`src/rtl/lsq_buffer.sv`:
```
// In-order load/store queue: CDB wakeup, strictly ordered memory issue and a single result port.
// Optional LSB_MISALIGN_EN: misaligned h/w accesses retire with out_exc instead of a memory request.
module lsq_buffer #(
  parameter int unsigned DEPTH       = 16,
  parameter int unsigned TAG_W       = 4,
  parameter int unsigned CDB_N       = 2,
  parameter int unsigned FULL_MARGIN = 3,
  parameter logic [31:0] IO_BASE     = 32'h0003_0000
) (
  input  logic                   clk,
  input  logic                   rst,
  input  logic                   rdy,
  input  logic                   flush,
  input  logic                   in_valid,
  input  logic [3:0]             in_op,
  input  logic [TAG_W-1:0]       in_tag,
  input  logic [11:0]            in_imm,
  input  logic [31:0]            in_base_val,
  input  logic [31:0]            in_data_val,
  input  logic                   in_base_busy,
  input  logic                   in_data_busy,
  input  logic [TAG_W-1:0]       in_base_tag,
  input  logic [TAG_W-1:0]       in_data_tag,
  input  logic [CDB_N-1:0]       cdb_valid,
  input  logic [CDB_N*TAG_W-1:0] cdb_tag,
  input  logic [CDB_N*32-1:0]    cdb_data,
  input  logic [TAG_W-1:0]       rob_head_tag,
  output logic                   in_ready,
  output logic                   mem_req,
  output logic [3:0]             mem_op,
  output logic [31:0]            mem_addr,
  output logic [31:0]            mem_wdata,
  input  logic                   mem_ack,
  input  logic [31:0]            mem_rdata,
  output logic                   out_valid,
  output logic [TAG_W-1:0]       out_tag,
  output logic [31:0]            out_data,
  output logic                   out_exc
);

  localparam int unsigned PW = $clog2(DEPTH);
  localparam int unsigned CW = PW + 1;
  localparam logic [CW-1:0] DepthC   = CW'(DEPTH);
  localparam logic [CW-1:0] ReadyLim = CW'(DEPTH - FULL_MARGIN);

  typedef enum logic [0:0] {StIdle, StWait} state_e;

  state_e r_state, w_state_next;

  logic             r_valid     [DEPTH];
  logic [3:0]       r_op        [DEPTH];
  logic [TAG_W-1:0] r_tag       [DEPTH];
  logic [11:0]      r_imm       [DEPTH];
  logic [31:0]      r_base_val  [DEPTH];
  logic [31:0]      r_data_val  [DEPTH];
  logic             r_base_busy [DEPTH];
  logic             r_data_busy [DEPTH];
  logic [TAG_W-1:0] r_base_tag  [DEPTH];
  logic [TAG_W-1:0] r_data_tag  [DEPTH];

  logic [PW-1:0]    r_head, r_tail;
  logic [CW-1:0]    r_count, w_count_next;
  logic             r_in_ready;
  logic             r_mem_req, w_mem_req_d;
  logic [3:0]       r_mem_op, w_mem_op_d;
  logic [31:0]      r_mem_addr, w_mem_addr_d, r_mem_wdata, w_mem_wdata_d;
  logic             r_out_valid, w_out_valid_d;
  logic [TAG_W-1:0] r_out_tag, w_out_tag_d;
  logic [31:0]      r_out_data, w_out_data_d;

  logic [32:0] w_base_wk [DEPTH];
  logic [32:0] w_data_wk [DEPTH];
  logic [32:0] w_in_base_wk, w_in_data_wk;
  logic [31:0] w_addr;
  logic        w_eligible, w_issue_ok, w_misalign, w_retire, w_enq;

  // {hit, data}; iterating downwards lets the lowest matching channel win.
  function automatic logic [32:0] cdb_lookup(input logic [TAG_W-1:0] tag,
                                             input logic [CDB_N-1:0] v,
                                             input logic [CDB_N*TAG_W-1:0] t,
                                             input logic [CDB_N*32-1:0] d);
    logic [32:0] res;
    res = '0;
    for (int c = CDB_N - 1; c >= 0; c--) begin
      if (v[c] && (t[c*TAG_W +: TAG_W] == tag)) res = {1'b1, d[c*32 +: 32]};
    end
    return res;
  endfunction

  always_comb begin
    for (int i = 0; i < DEPTH; i++) begin
      w_base_wk[i] = cdb_lookup(r_base_tag[i], cdb_valid, cdb_tag, cdb_data);
      w_data_wk[i] = cdb_lookup(r_data_tag[i], cdb_valid, cdb_tag, cdb_data);
    end
    w_in_base_wk = cdb_lookup(in_base_tag, cdb_valid, cdb_tag, cdb_data);
    w_in_data_wk = cdb_lookup(in_data_tag, cdb_valid, cdb_tag, cdb_data);
  end

  assign w_addr     = r_base_val[r_head] + {{20{r_imm[r_head][11]}}, r_imm[r_head]};
  assign w_eligible = (!r_op[r_head][3] && (w_addr != IO_BASE)) ||
                      (r_tag[r_head] == rob_head_tag);
  assign w_issue_ok = (r_state == StIdle) && (r_count != '0) && !r_base_busy[r_head] &&
                      !r_data_busy[r_head] && w_eligible;

`ifdef LSB_MISALIGN_EN
  assign w_misalign = ((r_op[r_head][1:0] == 2'b01) && w_addr[0]) ||
                      ((r_op[r_head][1:0] == 2'b10) && (w_addr[1:0] != 2'b00));
`else
  assign w_misalign = 1'b0;
`endif

  assign w_retire = !flush && (((r_state == StWait) && mem_ack) || (w_issue_ok && w_misalign));
  assign w_enq    = !flush && in_valid && (r_count != DepthC);
  assign w_count_next = flush ? '0 : r_count + CW'(w_enq) - CW'(w_retire);

  always_ff @(posedge clk) begin
    if (!rst)     r_state <= StIdle;
    else if (rdy) r_state <= w_state_next;
  end

  always_comb begin
    w_state_next = r_state;
    unique case (r_state)
      StIdle: if (w_issue_ok && !w_misalign) w_state_next = StWait;
      StWait: if (mem_ack) w_state_next = StIdle;
      default: w_state_next = StIdle;
    endcase
    if (flush) w_state_next = StIdle;
  end

  always_comb begin
    w_mem_req_d   = r_mem_req;
    w_mem_op_d    = r_mem_op;
    w_mem_addr_d  = r_mem_addr;
    w_mem_wdata_d = r_mem_wdata;
    w_out_valid_d = 1'b0;
    w_out_tag_d   = r_out_tag;
    w_out_data_d  = r_out_data;
    if (w_issue_ok && w_misalign) begin
      w_out_valid_d = 1'b1;
      w_out_tag_d   = r_tag[r_head];
      w_out_data_d  = w_addr;
    end else if (w_issue_ok) begin
      w_mem_req_d   = 1'b1;
      w_mem_op_d    = r_op[r_head];
      w_mem_addr_d  = w_addr;
      w_mem_wdata_d = r_data_val[r_head];
    end else if ((r_state == StWait) && mem_ack) begin
      w_mem_req_d   = 1'b0;
      w_out_valid_d = 1'b1;
      w_out_tag_d   = r_tag[r_head];
      w_out_data_d  = r_op[r_head][3] ? 32'h0 : mem_rdata;
    end
    if (flush) begin
      w_mem_req_d   = 1'b0;
      w_out_valid_d = 1'b0;
    end
  end

  always_ff @(posedge clk) begin
    if (!rst) begin
      r_head      <= '0;
      r_tail      <= '0;
      r_count     <= '0;
      r_in_ready  <= 1'b1;
      r_mem_req   <= 1'b0;
      r_mem_op    <= '0;
      r_mem_addr  <= '0;
      r_mem_wdata <= '0;
      r_out_valid <= 1'b0;
      r_out_tag   <= '0;
      r_out_data  <= '0;
      for (int i = 0; i < DEPTH; i++) r_valid[i] <= 1'b0;
    end else if (rdy) begin
      r_count     <= w_count_next;
      r_in_ready  <= w_count_next < ReadyLim;
      r_mem_req   <= w_mem_req_d;
      r_mem_op    <= w_mem_op_d;
      r_mem_addr  <= w_mem_addr_d;
      r_mem_wdata <= w_mem_wdata_d;
      r_out_valid <= w_out_valid_d;
      r_out_tag   <= w_out_tag_d;
      r_out_data  <= w_out_data_d;
      if (flush) begin
        r_head <= '0;
        r_tail <= '0;
        for (int i = 0; i < DEPTH; i++) r_valid[i] <= 1'b0;
      end else begin
        for (int i = 0; i < DEPTH; i++) begin
          if (r_valid[i] && r_base_busy[i] && w_base_wk[i][32]) begin
            r_base_busy[i] <= 1'b0;
            r_base_val[i]  <= w_base_wk[i][31:0];
          end
          if (r_valid[i] && r_data_busy[i] && w_data_wk[i][32]) begin
            r_data_busy[i] <= 1'b0;
            r_data_val[i]  <= w_data_wk[i][31:0];
          end
        end
        if (w_retire) begin
          r_valid[r_head] <= 1'b0;
          r_head          <= r_head + PW'(1);
        end
        if (w_enq) begin
          r_valid[r_tail]     <= 1'b1;
          r_op[r_tail]        <= in_op;
          r_tag[r_tail]       <= in_tag;
          r_imm[r_tail]       <= in_imm;
          r_base_tag[r_tail]  <= in_base_tag;
          r_data_tag[r_tail]  <= in_data_tag;
          r_base_busy[r_tail] <= in_base_busy && !w_in_base_wk[32];
          r_data_busy[r_tail] <= in_data_busy && !w_in_data_wk[32];
          r_base_val[r_tail]  <= (in_base_busy && w_in_base_wk[32]) ? w_in_base_wk[31:0]
                                                                    : in_base_val;
          r_data_val[r_tail]  <= (in_data_busy && w_in_data_wk[32]) ? w_in_data_wk[31:0]
                                                                    : in_data_val;
          r_tail              <= r_tail + PW'(1);
        end
      end
    end
  end

`ifdef LSB_MISALIGN_EN
  logic r_out_exc;
  always_ff @(posedge clk) begin
    if (!rst)     r_out_exc <= 1'b0;
    else if (rdy) r_out_exc <= !flush && w_issue_ok && w_misalign;
  end
  assign out_exc = r_out_exc;
`else
  assign out_exc = 1'b0;
`endif

  assign in_ready  = r_in_ready;
  assign mem_req   = r_mem_req;
  assign mem_op    = r_mem_op;
  assign mem_addr  = r_mem_addr;
  assign mem_wdata = r_mem_wdata;
  assign out_valid = r_out_valid;
  assign out_tag   = r_out_tag;
  assign out_data  = r_out_data;

endmodule

```
`config.mk`:
```
export PLATFORM = sky130hd
export DESIGN_NAME = lsq_buffer
export DESIGN_NICKNAME = d
export VERILOG_FILES = /design/src/rtl/lsq_buffer.sv
export SDC_FILE = /design/constraint.sdc
export NUM_CORES = 2
export LEC_CHECK = 0
export CAP_MARGIN = 0
export CORE_ASPECT_RATIO = 2
export CORE_MARGIN = 2
export CORE_UTILIZATION = 25
export CTS_BUF_LIST = sky130_fd_sc_hd__clkbuf_16
export DETAILED_ROUTE_END_ITERATION = 10
export PLACE_DENSITY_LB_ADDON = 0.15
export SYNTH_ARGS = -nofsm -noshare
export SYNTH_HDL_FRONTEND = slang
export SYNTH_SLANG_ARGS = --single-unit
```
`constraint.sdc`:
```
create_clock -name clk -period 7.6 [get_ports clk]
set_clock_uncertainty 0.2 [all_clocks]
set_input_delay 1.52 -clock clk [delete_from_list [all_inputs] [get_ports clk]]
set_output_delay 1.52 -clock clk [all_outputs]
set_load 0.1 [all_outputs]
```
==> metrics.csv <==
stage;metric;value;unit
timing;relSlewSlack;7.85;%
route;vias;70300;
worst_setup_path;path_buf_inv;2;
synthesis;ys.flop_type;edfxtp_1;
clock_network;ctsRootBufferMaster;clkbuf_16;
timing;rsz0062_at_grt;no;
synthesis;ys_seq_elements;1645;
worst_hold_path;hold_path_end;out_data[10];
timing;slew_violations;0;
final_layout;nFillCells;35300;
power_and_ir_drop;switchingPower;5.01;mW
synthesis;synth_area_leader_cell;edfxtp_1;
power_and_ir_drop;peakVddDrop;191;uV
floorplan;rows;307;
placed_design;port-buffer-count;316;
worst_setup_path;crit_fanout;35;
timing;period_minus_slack;7.18;ns
floorplan;die_area;355000;um^2
synthesis;ys_seq_area_share;54.8;%
floorplan;core;349000;um^2
synthesis;mappedNetlistArea;87600;um^2
grt;grt_max_degree;105;
grt;grt_pass1_vias;70600;
worst_setup_path;ff2ff_path_depth;15;
final_layout;fin_nets;7414;
route;totalWireLength;450000;um
power_and_ir_drop;swShare;25.1;%
run;max_cap_viol_count;0;
worst_setup_path;critPathArrivalTime;7.80;ns
floorplan;pin_count;318;
power_and_ir_drop;finalPower;19.9;mW
route;wl_per_cell;37.7;um
route;routed_via_density;5.89;
route;drt_iter0_drc;8513;
worst_setup_path;path_common_cell;o21ai_0;
power_and_ir_drop;p_int;14.9;mW
grt;grtUsageTotal;24.5;%
floorplan;die_w;422;um
synthesis;synthArstFlopShare;0;%
grt;grt.overflow.total;0;
power_and_ir_drop;leakage;31.8;nW
clock_network;clock_path_buffers;4;
power_and_ir_drop;combPwrFrac;6.9;%
worst_setup_path;end_kind;flip-flop;
clock_network;cts_tree;done;
final_layout;drive_gt1_share;16.7;%
synthesis;synth_edf_count;1504;
timing;worst_pin_slew;1.38;ns
clock_network;cts-buffers-inserted;175;
worst_hold_path;hp-class;reg -> reg;
route;ant_nets;0;
worst_setup_path;worstReg2RegEnd;mem_wdata[2];
worst_setup_path;startpoint_type;flip-flop;
floorplan;start_util;25.1;%
grt;antenna_found_initial;11;
worst_setup_path;critical_path_class;reg -> reg;
placed_design;place_area;96700;um^2
worst_setup_path;required;8.22;ns
power_and_ir_drop;p_clk_share;43.9;%
clock_network;post_cts_buffers;0;
worst_hold_path;min_from;out_data[10];
route;drt-pass1-iter-count;9;
route;drc_errors;0;
floorplan;die_h;841;um
synthesis;yosysTopAreaCellShare;51.6;%
synthesis;synth_area_per_cell;12.0;um^2
timing;hold_viol;0;
power_and_ir_drop;power-per-cell-area;195;nW/um^2
timing;fin_crit_sh;94.5;%
run_status;status;completed;
synthesis;yosys_warnings;0;
worst_setup_path;ff2ff_setup_slack;0.42;ns
clock_network;cts_resized;0;
placed_design;hpwl;271000;um
synthesis;syn-num-nets;7531;
worst_setup_path;cp_slowest_cell;a2111oi_0;
synthesis;syn_inst;7274;
timing;clock.fmax;139;MHz
clock_network;clock-sinks;1645;
timing;setup_viol_count_final;0;
synthesis;yosysMostFrequentCell;edfxtp_1;
clock_network;clk_pin_slew;0.06;ns
worst_setup_path;path_cells;buf_12 > mux4_2 > mux4_2 > ha_1 > o21ai_0 > o21bai_1 > o21ai_0 > a2111oi_0 > nor3_1 > xnor2_1 > a2111o_1 > nor4_4 > buf_4 > o21ai_0 > a21oi_1;
worst_setup_path;critPathTopFamily;compound AO/OA/AOI/OAI gates;
timing;finalSetupTns;0;ns
placed_design;gp_congestion;0.843;
synthesis;synth_common_cells;edfxtp_1 (1504), nor2_1 (1121), a221oi_1 (900);
final_layout;area_growth_syn_to_layout;16.7;%
clock_network;cts_max_level;4;
power_and_ir_drop;pwr-share-seq;49.2;%
clock_network;clock_latency;0.88;ns
grt;grt_pass1_wl;609000;um
final_layout;fin_area;102000;um^2
synthesis;synthTopCellsByArea;edfxtp_1 (52%), mux4_2 (11%), a221oi_1 (9.0%);
worst_setup_path;critical_path.max_stage_delay;0.95;ns
synthesis;synth_cell_types;84;
clock_network;hold_buffers;0;
worst_hold_path;hold_depth;2;
==> layout make-up <==
type / count / area (um^2) / share of cell area, %
flip-flops and latches: 1645 / 48000 / 47.0
inverters: 42 / 246 / 0.241
clock inverters: 126 / 883 / 0.864
diodes: 5 / 12.5 / 0.0122
well taps: 4635 / 5800 / 5.67
repair buffers: 670 / 6260 / 6.13
clock buffers: 182 / 4550 / 4.46
multi-input cells: 4623 / 36400 / 35.6
==> kinds of logic after synthesis <==
family,count (synthesis),share of synthesized area (%)
multiplexers,633,13.1
flip-flops,1645,54.8
buffers and inverters,1006,4.40
adder cells (fa/ha/maj),47,0.689
AND/OR/NAND/NOR,1756,8.64
AO/OA/AOI/OAI,1889,15.4
other,1,0.00428
XOR/XNOR,297,2.97
==> state kept, by name (all words and copies together), names as in the netlist, 5 cells and up, named ones only <==
name,cells
r_base_val,512
r_data_val,512
r_imm,192
r_base_tag,64
r_data_tag,64
r_op,64
r_tag,64
mem_addr,32
mem_wdata,32
out_data,32
r_base_busy,16
r_data_busy,16
r_valid,16
r_count,5
==> stage by stage <==
stage | utilization, % | hold slack [ns] | instances | setup slack, ns
after floorplan | - | 0.247 | 7274 | 0.890
after global placement | 27.7 | 0.238 | 11600 | 0.478
after detailed placement | 27.7 | 0.246 | 11600 | 0.479
after CTS | 29.3 | 0.255 | 11900 | 0.482
after global routing | 29.3 | 0.268 | 11900 | 0.0882
final | 29.3 | 0.251 | 11900 | 0.416
==> layer usage <==
metal  part of all wire (%)  GRT usage (%)  vias up
met3                    6.8           3.73     1381
met4                    7.5           16.0        8
met1                     34           26.5    36300
met2                     51           44.2     4386
li1                       -              -    28200
met5                  0.012              0        -
==> worst register-to-register path, delay by kind of cell (launching register included) <==
kind                       cells  cell delay [ns]
xor gates and xnor gates       1             0.19
adders and majority gates      1             0.46
and+or+nand+nor                2             0.53
AOI/OAI and AO/OA              7             2.58
DFF                            1             0.88
muxes                          2             1.37
buffers and inverters          2             0.92
==> worst max-delay path by stage <==
| stage | endpoint | depth (start not counted) |
|---|---|---|
| detailed placement | mem_wdata[10] | 16 |
| finish | mem_wdata[2] | 15 |
| global route | mem_wdata[10] | 16 |
| floorplan | mem_wdata[0] | 24 |
| global placement | mem_wdata[31] | 16 |
| CTS | mem_wdata[10] | 16 |
==> cell usage in the layout, fill, tap and decap left out, types with 14 or more instances in the layout <==
master / Yosys / layout
a211oi_1: 15 / 15
a21oi_1: 587 / 583
a221oi_1: 900 / 900
a41o_2: 0 / 28
buf_12: 0 / 45
buf_2: 20 / 21
buf_4: 2 / 316
clkbuf_16: 0 / 182
clkdlybuf4s50_1: 0 / 288
clkinv_1: 3 / 31
clkinv_2: 0 / 23
dfxtp_1: 141 / 134
edfxtp_1: 1504 / 1504
ha_1: 45 / 45
inv_1: 26 / 70
inv_6: 0 / 22
mux2i_1: 219 / 219
mux4_2: 413 / 413
nand2_1: 210 / 199
nand2b_1: 32 / 32
nand3_1: 127 / 123
nand3_2: 20 / 23
nor2_1: 1121 / 1091
nor2_4: 0 / 28
nor3_1: 50 / 50
nor4_2: 0 / 35
o21ai_0: 184 / 179
o21ai_1: 39 / 36
o311ai_0: 14 / 14
o31ai_1: 33 / 33
or3_1: 100 / 100
xnor2_1: 84 / 84
xor2_1: 213 / 213
==> power by group through the flow <==
| stage | registers, mW | logic (mW) | clock network [mW] |
|---|---|---|---|
| 3_3_place_gp | 10.0 | 1.34 | 0 |
| 3_5_place_dp | 10.0 | 1.35 | 0 |
| 4_1_cts | 9.82 | 1.36 | 8.91 |
| 2_1_floorplan | 10.0 | 0.701 | 0 |
| 6_report | 9.82 | 1.38 | 8.75 |
| 5_1_grt | 9.81 | 1.44 | 9.14 |
Power figures use the tool's default switching activity.
